`config.mk`:
```
export PLATFORM = sky130hd
export DESIGN_NAME = hs_ram_arbiter
export DESIGN_NICKNAME = d
export VERILOG_FILES = /design/src/rtl/hs_ram_arbiter.sv
export SDC_FILE = /design/constraint.sdc
export NUM_CORES = 1
export LEC_CHECK = 0
export ABC_AREA = 0
export BUFFER_PORTS_ARGS = -buffer_cell sky130_fd_sc_hd__buf_2
export CELL_PAD_IN_SITES_DETAIL_PLACEMENT = 0
export CELL_PAD_IN_SITES_GLOBAL_PLACEMENT = 1
export CORE_MARGIN = 4
export CORE_UTILIZATION = 31
export DETAILED_ROUTE_END_ITERATION = 16
export GPL_TIMING_DRIVEN = 0
export PLACE_DENSITY_LB_ADDON = 0.08
export SYNTH_ARGS = -nofsm -noshare
export SYNTH_HDL_FRONTEND = slang
export SYNTH_SLANG_ARGS = --single-unit
```
`constraint.sdc`:
```
create_clock -name clk_49m -period 2.1 [get_ports clk_49m]
set_input_delay 0.21 -clock clk_49m [delete_from_list [all_inputs] [get_ports clk_49m]]
set_output_delay 0.21 -clock clk_49m [all_outputs]
set_load 0.1 [all_outputs]
```
`src/rtl/hs_ram_arbiter.sv`:
```
// Work-RAM port arbiter between the game CPU and the hiscore save/restore engine.
// Pauses the CPU, waits for a quiet bus, then lends the RAM port to the hiscore engine.
module hs_ram_arbiter #(
  parameter int unsigned AW     = 12,
  parameter int unsigned DW     = 8,
  parameter int unsigned SETTLE = 4
) (
  input  logic          clk_49m,
  input  logic          reset,
  input  logic          cpu_cen,
  input  logic          cpu_sel,
  input  logic          cpu_we,
  input  logic [AW-1:0] cpu_addr,
  input  logic [DW-1:0] cpu_din,
  output logic [DW-1:0] cpu_dout,
  input  logic          hs_access_read,
  input  logic          hs_access_write,
  input  logic          hs_we,
  input  logic [AW-1:0] hs_addr,
  input  logic [DW-1:0] hs_din,
  output logic [DW-1:0] hs_dout,
  output logic          hs_grant,
  output logic          pause_req,
  output logic [AW-1:0] ram_addr,
  output logic [DW-1:0] ram_din,
  output logic          ram_we,
  input  logic [DW-1:0] ram_dout
);

  typedef enum logic [1:0] {
    IDLE    = 2'd0,
    DRAIN   = 2'd1,
    GRANT   = 2'd2,
    RELEASE = 2'd3
  } state_t;

  localparam logic [3:0] SETTLE_CNT = 4'(SETTLE);

  state_t     state;
  logic [3:0] quiet_cnt;
  logic       hs_owner;
  logic       cpu_rd_pend;
  logic       hs_rd_pend;
  logic       intent;

  assign intent = hs_access_read | hs_access_write;

  always_ff @(posedge clk_49m or negedge reset) begin
    if (!reset) begin
      state     <= IDLE;
      quiet_cnt <= '0;
      pause_req <= 1'b0;
      hs_grant  <= 1'b0;
      hs_owner  <= 1'b0;
    end else begin
      case (state)
        IDLE: begin
          if (intent) begin
            state     <= DRAIN;
            quiet_cnt <= SETTLE_CNT;
            pause_req <= 1'b1;
          end
        end
        DRAIN: begin
          // Grant on the cycle the count would hit zero, so the grant lands SETTLE quiet cycles after DRAIN entry.
          if (!intent) begin
            state     <= RELEASE;
            pause_req <= 1'b0;
          end else if (cpu_cen) begin
            quiet_cnt <= SETTLE_CNT;
          end else if (quiet_cnt <= 4'd1) begin
            state     <= GRANT;
            quiet_cnt <= '0;
            hs_grant  <= 1'b1;
            hs_owner  <= 1'b1;
          end else begin
            quiet_cnt <= quiet_cnt - 4'd1;
          end
        end
        GRANT: begin
          if (!intent) begin
            state     <= RELEASE;
            pause_req <= 1'b0;
            hs_grant  <= 1'b0;
            hs_owner  <= 1'b0;
          end
        end
        RELEASE: begin
          state <= IDLE;
        end
        default: begin
          state     <= IDLE;
          pause_req <= 1'b0;
          hs_grant  <= 1'b0;
          hs_owner  <= 1'b0;
        end
      endcase
    end
  end

  always_comb begin
    ram_addr = cpu_addr;
    ram_din  = cpu_din;
    ram_we   = cpu_sel & cpu_we & cpu_cen & (state != RELEASE);
    if (hs_owner) begin
      ram_addr = hs_addr;
      ram_din  = hs_din;
      ram_we   = hs_we;
    end
  end

  // CPU reads are only tracked while unpaused so cpu_dout holds across DRAIN and GRANT.
  always_ff @(posedge clk_49m or negedge reset) begin
    if (!reset) begin
      cpu_rd_pend <= 1'b0;
      hs_rd_pend  <= 1'b0;
      cpu_dout    <= '0;
      hs_dout     <= '0;
    end else begin
      cpu_rd_pend <= (state == IDLE) & cpu_cen & cpu_sel & ~cpu_we;
      hs_rd_pend  <= hs_owner;
      if (cpu_rd_pend) cpu_dout <= ram_dout;
      if (hs_rd_pend)  hs_dout  <= ram_dout;
    end
  end

endmodule

```
==> flow_summary.ini, run 1 <==
[outcome]
outcome = finished clean

[clock_tree]
cts_sinks = 26
clkLatencyLatePin_ps = 260
clkTransAtPathRegs_ps = 90
cts_root_buf = clkbuf_8
cts_inserted_buffers = 3
cts_tree = built
clockBufferDepth = 2
htreeDepth = 1

[global_route]
grt_use_total_pct = 13.0
grt-ovfl-total = 0
grt_max_degree = 27
grt_pass1_vias = 1478
grt_pass1_wl_mm = 6.44
antenna_found_initial = 0

[setup_path]
critPathRequiredTime_ps = 1890
startpoint_type = flip-flop
reg2reg_slack_ps = 310
crit_fanout = 6
cp.arrival_ps = 1680
critical_path_class = flip-flop to primary output
crit_path_end_kind = primary output

[logic_synthesis]
synth_commonest_cells = mux2_2, dfrtp_1, ha_1, inv_1, nand2_1
synth_area_leaders = dfrtp_1, mux2_2, ha_1
yosys_warnings = 0
syn_area_um2 = 1490
yosys.area.top_type_share_pct = 43.6
syn_area_per_cell_um2 = 11.8
synth_nets = 191
synth_edf_count = 0
synth_ff_type = dfrtp_1
synth_seq_cells = 26
synthCells = 127
synth.distinct_cells = 28
ys_seq_area_share_pct = 43.6
yosysTopAreaCell = dfrtp_1
yosysMostFrequentCell = mux2_2
async_reset_ff_share_pct = 100

[layout]
diodes = 0
drive_gt1_share_pct = 62.7
postLayoutCoreUtil_pct = 46.9
finish.instance_area_um2 = 2110
nNetsFinal = 290
area_growth_pct = 41.5

[floorplan]
die-area_um2 = 5990
core_area_um2 = 4500
fp.dieH_um = 77.4
start_util_pct = 33.2
ioPinCount = 95
die_x_um = 77.4
rows = 24

[sta]
min_period_ps = 1890
setup_tns_ps = 0
hold_ws_ps = 129
fin_skew_ps = 4.76
grt_setup_unrepaired = false
drv_slew = 0
max_freq_ghz = 0.528
slew_headroom_pct = 61.7
final.period_utilization_pct = 90.2
finalSetupViolCount = 0
hold_viol = 0
worst_pin_slew_ps = 574

[detailed_routing]
antenna_left = 0
via_per_inst = 4.81
drtIter0Drc = 44
drc = 0
post_drt_wl_per_cell_um = 13.4
drtPass1Iterations = 4
wl_mm = 3.71
route.vias.total = 1331

[job]
cap_violations = 0

[placed_design]
place_congestion = 0.801
io_buffers = 94
place_area_um2 = 2030
place_hpwl_mm = 3.15

[worst_hold_path]
hold_class = input port to flip-flop
## metal layers
metal,global-route usage [%],vias to the layer above,part of all wire [%]
li1,-,647,-
met1,15.0,612,39
met2,23.7,70,51
met3,3.01,2,9.7
met4,4.27,0,0.32
met5,0,-,0
## area by class of cell
| cell class | count | area, um2 |
|---|---|---|
| Inverter | 8 | 30.0 |
| Sequential cell | 26 | 652 |
| Tap cell | 52 | 65.1 |
| Multi-Input combinational cell | 87 | 782 |
| Fill cell | 430 | 2390 |
| Clock buffer | 3 | 41.3 |
| Timing Repair Buffer | 95 | 480 |
| Buffer | 5 | 33.8 |
| Clock inverter | 1 | 30.0 |
## worst max-delay path: stages, from the launching register on
cell and delay, ps:
dfrtp_1 460, ha_1 220, nor3_1 170, a22o_2 150, buf_2 410
## kinds of logic after synthesis
logic type               count (synthesis)  synth area share (%)
AND/OR/NAND/NOR                         19                  6.95
adder cells (fa/ha/maj)                  8                  6.70
flip-flops                              26                  43.6
buffers and inverters                   14                  4.19
multiplexers                            38                  28.6
AO/OA/AOI/OAI                           22                  10.0
## through the flow
| stage | setup WS, ps | instances |
|---|---|---|
| after floorplan | 170 | 127 |
| after global placement | 327 | 273 |
| after detailed placement | 309 | 273 |
| after CTS | -5.89 | 278 |
| after global routing | 111 | 277 |
| final | 206 | 277 |
## repair_timing
item / in CTS / in global routing
endpoints found under the setup margin: 2 / 18
hold buffers: 1 / 0
buffers inserted: 0 / 0
hold endpoints to repair: 26 / 0
gates resized for setup: 0 / 2
## flip-flops by register name (all words and copies together) (netlist names)
name and flops:
cpu_dout 8, cpu_rd_pend 1, hs_dout 8, hs_owner 1
hs_rd_pend 1, pause_req 1, quiet_cnt 4, state 2
## path summary, 6_finish.rpt
check | start | end | cells after the start
setup / recovery | state[0]$_DFFE_PN0P_ | ram_we | 4
hold / removal | cpu_we | cpu_rd_pend$_DFF_PN0_ | 2
setup reg to reg | state[0]$_DFFE_PN0P_ | state[1]$_DFFE_PN0P_ | 6
hold reg to reg | cpu_dout[0]$_DFFE_PN0P_ | cpu_dout[0]$_DFFE_PN0P_ | 1
max in group asynchronous | reset | hs_owner$_DFFE_PN0P_ | 2
min in group asynchronous | reset | quiet_cnt[2]$_DFFE_PN0P_ | 2
## cells in the final DEF, fill, tap and decap left out, types with 2 or more instances in the layout
| cell | n |
|---|---|
| a21o_1 | 2 |
| o31ai_1 | 2 |
| inv_1 | 8 |
| clkbuf_4 | 2 |
| nor2_1 | 5 |
| clkbuf_1 | 2 |
| a21oi_1 | 4 |
| buf_2 | 94 |
| o21ai_1 | 2 |
| nor3_1 | 2 |
| clkbuf_8 | 3 |
| mux2_2 | 36 |
| dfrtp_1 | 25 |
| o21ai_0 | 5 |
| nand2_1 | 7 |
| ha_1 | 8 |
Power of run 1 is not shown: default switching activity piles up to over one toggle a cycle in this logic, so the estimate is an artifact.
==> run 2, diff against run 1 <==
--- a/config.mk
+++ b/config.mk
@@ -5,12 +5,12 @@
 export SDC_FILE = /design/constraint.sdc
 export NUM_CORES = 1
 export LEC_CHECK = 0
-export ABC_AREA = 0
+export ABC_AREA = 1
 export BUFFER_PORTS_ARGS = -buffer_cell sky130_fd_sc_hd__buf_2
 export CELL_PAD_IN_SITES_DETAIL_PLACEMENT = 0
 export CELL_PAD_IN_SITES_GLOBAL_PLACEMENT = 1
-export CORE_MARGIN = 4
-export CORE_UTILIZATION = 31
+export CORE_MARGIN = 2
+export CORE_UTILIZATION = 29
 export DETAILED_ROUTE_END_ITERATION = 16
 export GPL_TIMING_DRIVEN = 0
 export PLACE_DENSITY_LB_ADDON = 0.08
==> flow_summary.ini, run 2 <==
[global_route]
grt_pass1_wl_mm = 5.31
antenna_found_initial = 0
grt-ovfl-total = 0
grt_use_total_pct = 11.9
grt_pass1_vias = 1187
grt_max_degree = 27

[sta]
slew_headroom_pct = 61.7
fin_skew_ps = 3.19
max_freq_ghz = 0.561
hold_viol = 0
grt_setup_unrepaired = false
finalSetupViolCount = 0
final.period_utilization_pct = 84.9
drv_slew = 0
min_period_ps = 1780
setup_tns_ps = 0
worst_pin_slew_ps = 575

[floorplan]
start_util_pct = 29.6
ioPinCount = 95
rows = 26
die-area_um2 = 5730
core_area_um2 = 5040
fp.dieH_um = 75.7
die_x_um = 75.7

[logic_synthesis]
yosysMostFrequentCell = nand2_1
syn_area_per_cell_um2 = 8.14
async_reset_ff_share_pct = 100
yosys.area.top_type_share_pct = 43.7
syn_area_um2 = 1490
synth_ff_type = dfrtp_1
synth_commonest_cells = nand2_1, dfrtp_1, inv_1, mux2_2, nand3_1
synth.distinct_cells = 18
synth_edf_count = 0
synth_seq_cells = 26
synth_area_leaders = dfrtp_1, nand2_1, mux2_2
synth_nets = 247
yosysTopAreaCell = dfrtp_1
ys_seq_area_share_pct = 43.7
yosys_warnings = 0
synthCells = 183

[setup_path]
cp.arrival_ps = 1570
reg2reg_slack_ps = 660
startpoint_type = flip-flop
critical_path_class = flip-flop to primary output
worstReg2RegStart = state[0]$_DFFE_PN0P_
crit_path_end_kind = primary output
critPathRequiredTime_ps = 1890
r2r_cells = 7
r2r_end = quiet_cnt[0]$_DFFE_PN0P_
crit_fanout = 10

[detailed_routing]
drtPass1Iterations = 4
drc = 0
via_per_inst = 4.09
route.vias.total = 1438
post_drt_wl_per_cell_um = 10.4
antenna_left = 0
drtIter0Drc = 53
wl_mm = 3.65

[placed_design]
place_hpwl_mm = 2.87
io_buffers = 94
place_congestion = 0.722

[worst_hold_path]
hold_depth = 2
hold_class = input port to flip-flop
holdPathEnd = cpu_rd_pend$_DFF_PN0_
hold_start = cpu_we

[clock_tree]
cts_inserted_buffers = 3
htreeDepth = 1
clkTransAtPathRegs_ps = 90
cts_tree = built
clockBufferDepth = 2
clkLatencyLatePin_ps = 270
cts_root_buf = clkbuf_8
cts_sinks = 26
cts_resized = 0
cts_hold_buffers = 1
post_cts_buffers = 0

[layout]
nNetsFinal = 347
largestRegisters = cpu_dout: 8 flops, hs_dout: 8 flops, quiet_cnt: 4 flops
final_common_cell = buf_2
diodes = 0
final_cell_mix = buf_2, nand2_1, dfrtp_1
area_growth_pct = 43.2
drive_gt1_share_pct = 45.0

[job]
cap_violations = 0

[outcome]
outcome = finished clean
==> run 2: changes by cell type after synthesis, sizes merged, moves of 2 or more <==
cell / change
inv: +8
nand3: +9
buf: +3
a22o: -2
mux2: -21
nand4: +2
nor2: +2
a21o: -2
clkbuf: -3
nand2: +76
nor3: -2
a21oi: -2
==> run 2: worst max-delay path, cell delays in order, from the launching register on <==
cell and delay [ps]:
dfrtp_2 450, inv_1 90, buf_2 210, nand2_1 70
nand2_1 60, buf_2 420
==> run 2: cell families (layout without fill, tap and decap cells) <==
kind of cell	Yosys count	count (layout)	share of synthesized area, %
adder cells (fa/ha/maj)	8	8	6.72
multiplexers	16	16	12.1
flip-flops	26	26	43.7
AO/OA/AOI/OAI	10	10	4.11
AND/OR/NAND/NOR	101	101	27.4
buffers and inverters	22	121	6.05
==> run 2: worst max path at each step <==
stage,startpoint,end,slack (ps),cells after the start
CTS,hs_owner$_DFFE_PN0P_,ram_addr[3],280,5
finish,hs_owner$_DFFE_PN0P_,ram_addr[3],320,5
floorplan,hs_owner$_DFFE_PN0P_,ram_addr[10],210,3
global placement,hs_owner$_DFFE_PN0P_,ram_addr[10],590,5
global route,hs_owner$_DFFE_PN0P_,ram_din[0],170,5
detailed placement,hs_owner$_DFFE_PN0P_,ram_addr[3],600,5
==> run 2: per-stage QoR <==
step	std cells	cell area (um2)	hold WS, ps	util, %	setup WS [ps]
after floorplan	183	1500	-85.6	-	211
after global placement	347	2050	248	40.7	587
after detailed placement	347	2050	257	40.7	601
after CTS	352	2130	78.4	42.3	279
after global routing	352	2130	87.3	42.3	169
final	352	2130	90.6	42.3	316
==> run 2: cell type report <==
cell class / count / area, um2
fill: 542 / 2910
multi-input combinational: 135 / 753
sequential: 26 / 652
timing repair buffer: 95 / 480
tap: 70 / 87.6
inverter: 16 / 60.1
clock buffer: 3 / 41.3
clock inverter: 1 / 30.0
buffer: 6 / 30.0
==> run 2: routing by layer <==
metal	part of all wire [%]	global-route usage, %	up-vias
met1	46	15.6	621
met4	0.49	2.34	0
met5	0	0	-
met2	48	20.0	41
met3	5.7	2.91	4
li1	-	-	772
Power of run 2 is left out for the same reason.
==> run 3, diff against run 2 <==
--- a/config.mk
+++ b/config.mk
@@ -10,7 +10,7 @@
 export CELL_PAD_IN_SITES_DETAIL_PLACEMENT = 0
 export CELL_PAD_IN_SITES_GLOBAL_PLACEMENT = 1
 export CORE_MARGIN = 2
-export CORE_UTILIZATION = 29
+export CORE_UTILIZATION = 26
 export DETAILED_ROUTE_END_ITERATION = 16
 export GPL_TIMING_DRIVEN = 0
 export PLACE_DENSITY_LB_ADDON = 0.08
==> constraint.sdc (replaced) <==
create_clock -name clk_49m -period 1.5 [get_ports clk_49m]
set_input_delay 0.15 -clock clk_49m [delete_from_list [all_inputs] [get_ports clk_49m]]
set_output_delay 0.15 -clock clk_49m [all_outputs]
set_load 0.1 [all_outputs]
==> flow_summary.ini, run 3 (same netlist as run 2, synthesis figures left out) <==
[sta]
drv_slew = 0
max_freq_ghz = 0.666
fin_ws_ps = -1.26
final.period_utilization_pct = 100
hold_viol = 0
finalSetupViolCount = 1
worst_pin_slew_ps = 583
grt_setup_unrepaired = true
slew_headroom_pct = 61.1
fin_skew_ps = 3.71
min_period_ps = 1500

[outcome]
outcome = finished, violations left
violations = negative setup slack

[layout]
final_common_cell = buf_2
area_growth_pct = 71.6
postLayoutCoreUtil_pct = 46.4
nNetsFinal = 349
largestRegisters = cpu_dout: 8 flops, hs_dout: 8 flops, quiet_cnt: 4 flops
final_cell_mix = buf_2, nand2_1, dfrtp_1
finish.instance_area_um2 = 2560
diodes = 0
drive_gt1_share_pct = 54.2

[worst_hold_path]
holdPathEnd = cpu_rd_pend$_DFF_PN0_
hold_start = cpu_we
hold_depth = 2
hold_class = input port to flip-flop

[setup_path]
critical_path_class = flip-flop to primary output
cp.arrival_ps = 1350
startpoint_type = flip-flop
critPathMaxStageDelay_ps = 520
reg2reg_slack_ps = 130
r2r_end = quiet_cnt[0]$_DFFE_PN0P_
crit_path_end_kind = primary output
worstReg2RegStart = state[1]$_DFFE_PN0P_
r2r_cells = 7
slowest_stage = dfrtp_4
critPathRequiredTime_ps = 1350
crit_chain = inv_4 > nand4_1 > o21ai_4 > buf_12
crit_fanout = 5

[clock_tree]
cts_root_buf = clkbuf_8
cts_sinks = 26
cts_inserted_buffers = 3
htreeDepth = 1
cts_tree = built
clockBufferDepth = 2
clkTransAtPathRegs_ps = 90
clkLatencyLatePin_ps = 270

[global_route]
grt_use_met3_pct = 2.71
antenna_found_initial = 0
grt_use_total_pct = 12.5
grt-ovfl-total = 0
grt_pass1_wl_mm = 6.47
busiest_layer = met2
use_met1_pct = 14.6
grt_util_met2_pct = 23.7
grt_pass1_vias = 1469
grt_max_degree = 27

[detailed_routing]
via_per_inst = 4.26
drtIter0Drc = 34
antenna_left = 0
wl_mm = 4.04
post_drt_wl_per_cell_um = 11.3
drc = 0
route.vias.total = 1517
drtPass1Iterations = 4

[placed_design]
pre_cts_slack_ps = -15.4
place_area_um2 = 2120
place_hpwl_mm = 3.12
place_congestion = 0.734
io_buffers = 94

[floorplan]
die_x_um = 79.7
core_area_um2 = 5510
die-area_um2 = 6350
fp.dieH_um = 79.7
ioPinCount = 95
rows = 27
start_util_pct = 27.1

[job]
cap_violations = 0
[run 3: cell types whose count changed in the layout (fill, tap and decap cells not counted), moves of 20 or more]
| cell | change |
|---|---|
| buf_2 | -24 |
| nand2_1 | -20 |
| nand2_2 | +20 |
| buf_12 | +21 |
[run 3: how the worst max path moves through the flow]
stage / end / start / slack (ps) / cells past startpoint
3_3_place_gp: ram_addr[7] / hs_owner$_DFFE_PN0P_ / -10 / 5
4_1_cts: ram_we / hs_owner$_DFFE_PN0P_ / -30 / 4
5_1_grt: ram_we / hs_owner$_DFFE_PN0P_ / -60 / 4
2_1_floorplan: ram_we / hs_owner$_DFFE_PN0P_ / -80 / 3
3_5_place_dp: ram_addr[7] / hs_owner$_DFFE_PN0P_ / -20 / 5
6_report: ram_we / hs_owner$_DFFE_PN0P_ / -1 / 4
[run 3: layout make-up]
class	instances	area (um2)
fillers	543	2950
multi-input cells	135	821
repair buffers	97	811
flip-flops and latches	26	657
well taps	72	90.1
inverters	16	62.6
plain buffers	6	45.0
clock buffers	3	41.3
clock inverters	1	30.0
[run 3: repair_timing]
item | 4_1_cts | 5_1_grt
hold buffers | 1 | 0
setup endpoints to repair | 21 | 25
resized for setup | 88 | 7
setup buffers | 1 | 1
pin swaps | 1 | 0
endpoints found under the hold margin | 26 | 0
[run 3: critical path: cells and delay by family (launching register included)]
kind	cells	cell delay, ps
and+or+nand+nor	1	120
DFF	1	520
buffers and inverters	2	270
AOI/OAI and AO/OA	1	170
[run 3: metrics by stage]
step	setup TNS [ps]	hold WS, ps	std cells
global placement	-77.8	198	349
global route	-758	23.3	356
finish	-1.26	34.2	356
CTS	-286	21.8	355
detailed placement	-72.2	201	349
floorplan	-84.6	-146	183
[run 3: metal layers]
layer  vias up  routed length, um  part of all wire, %
met5         -                  0                    0
met4         0                 15                 0.37
met3         2                223                  5.5
met2        39               2110                   52
met1       698               1690                   42
li1        778                  -                    -
Power of run 3 is left out for the same reason.
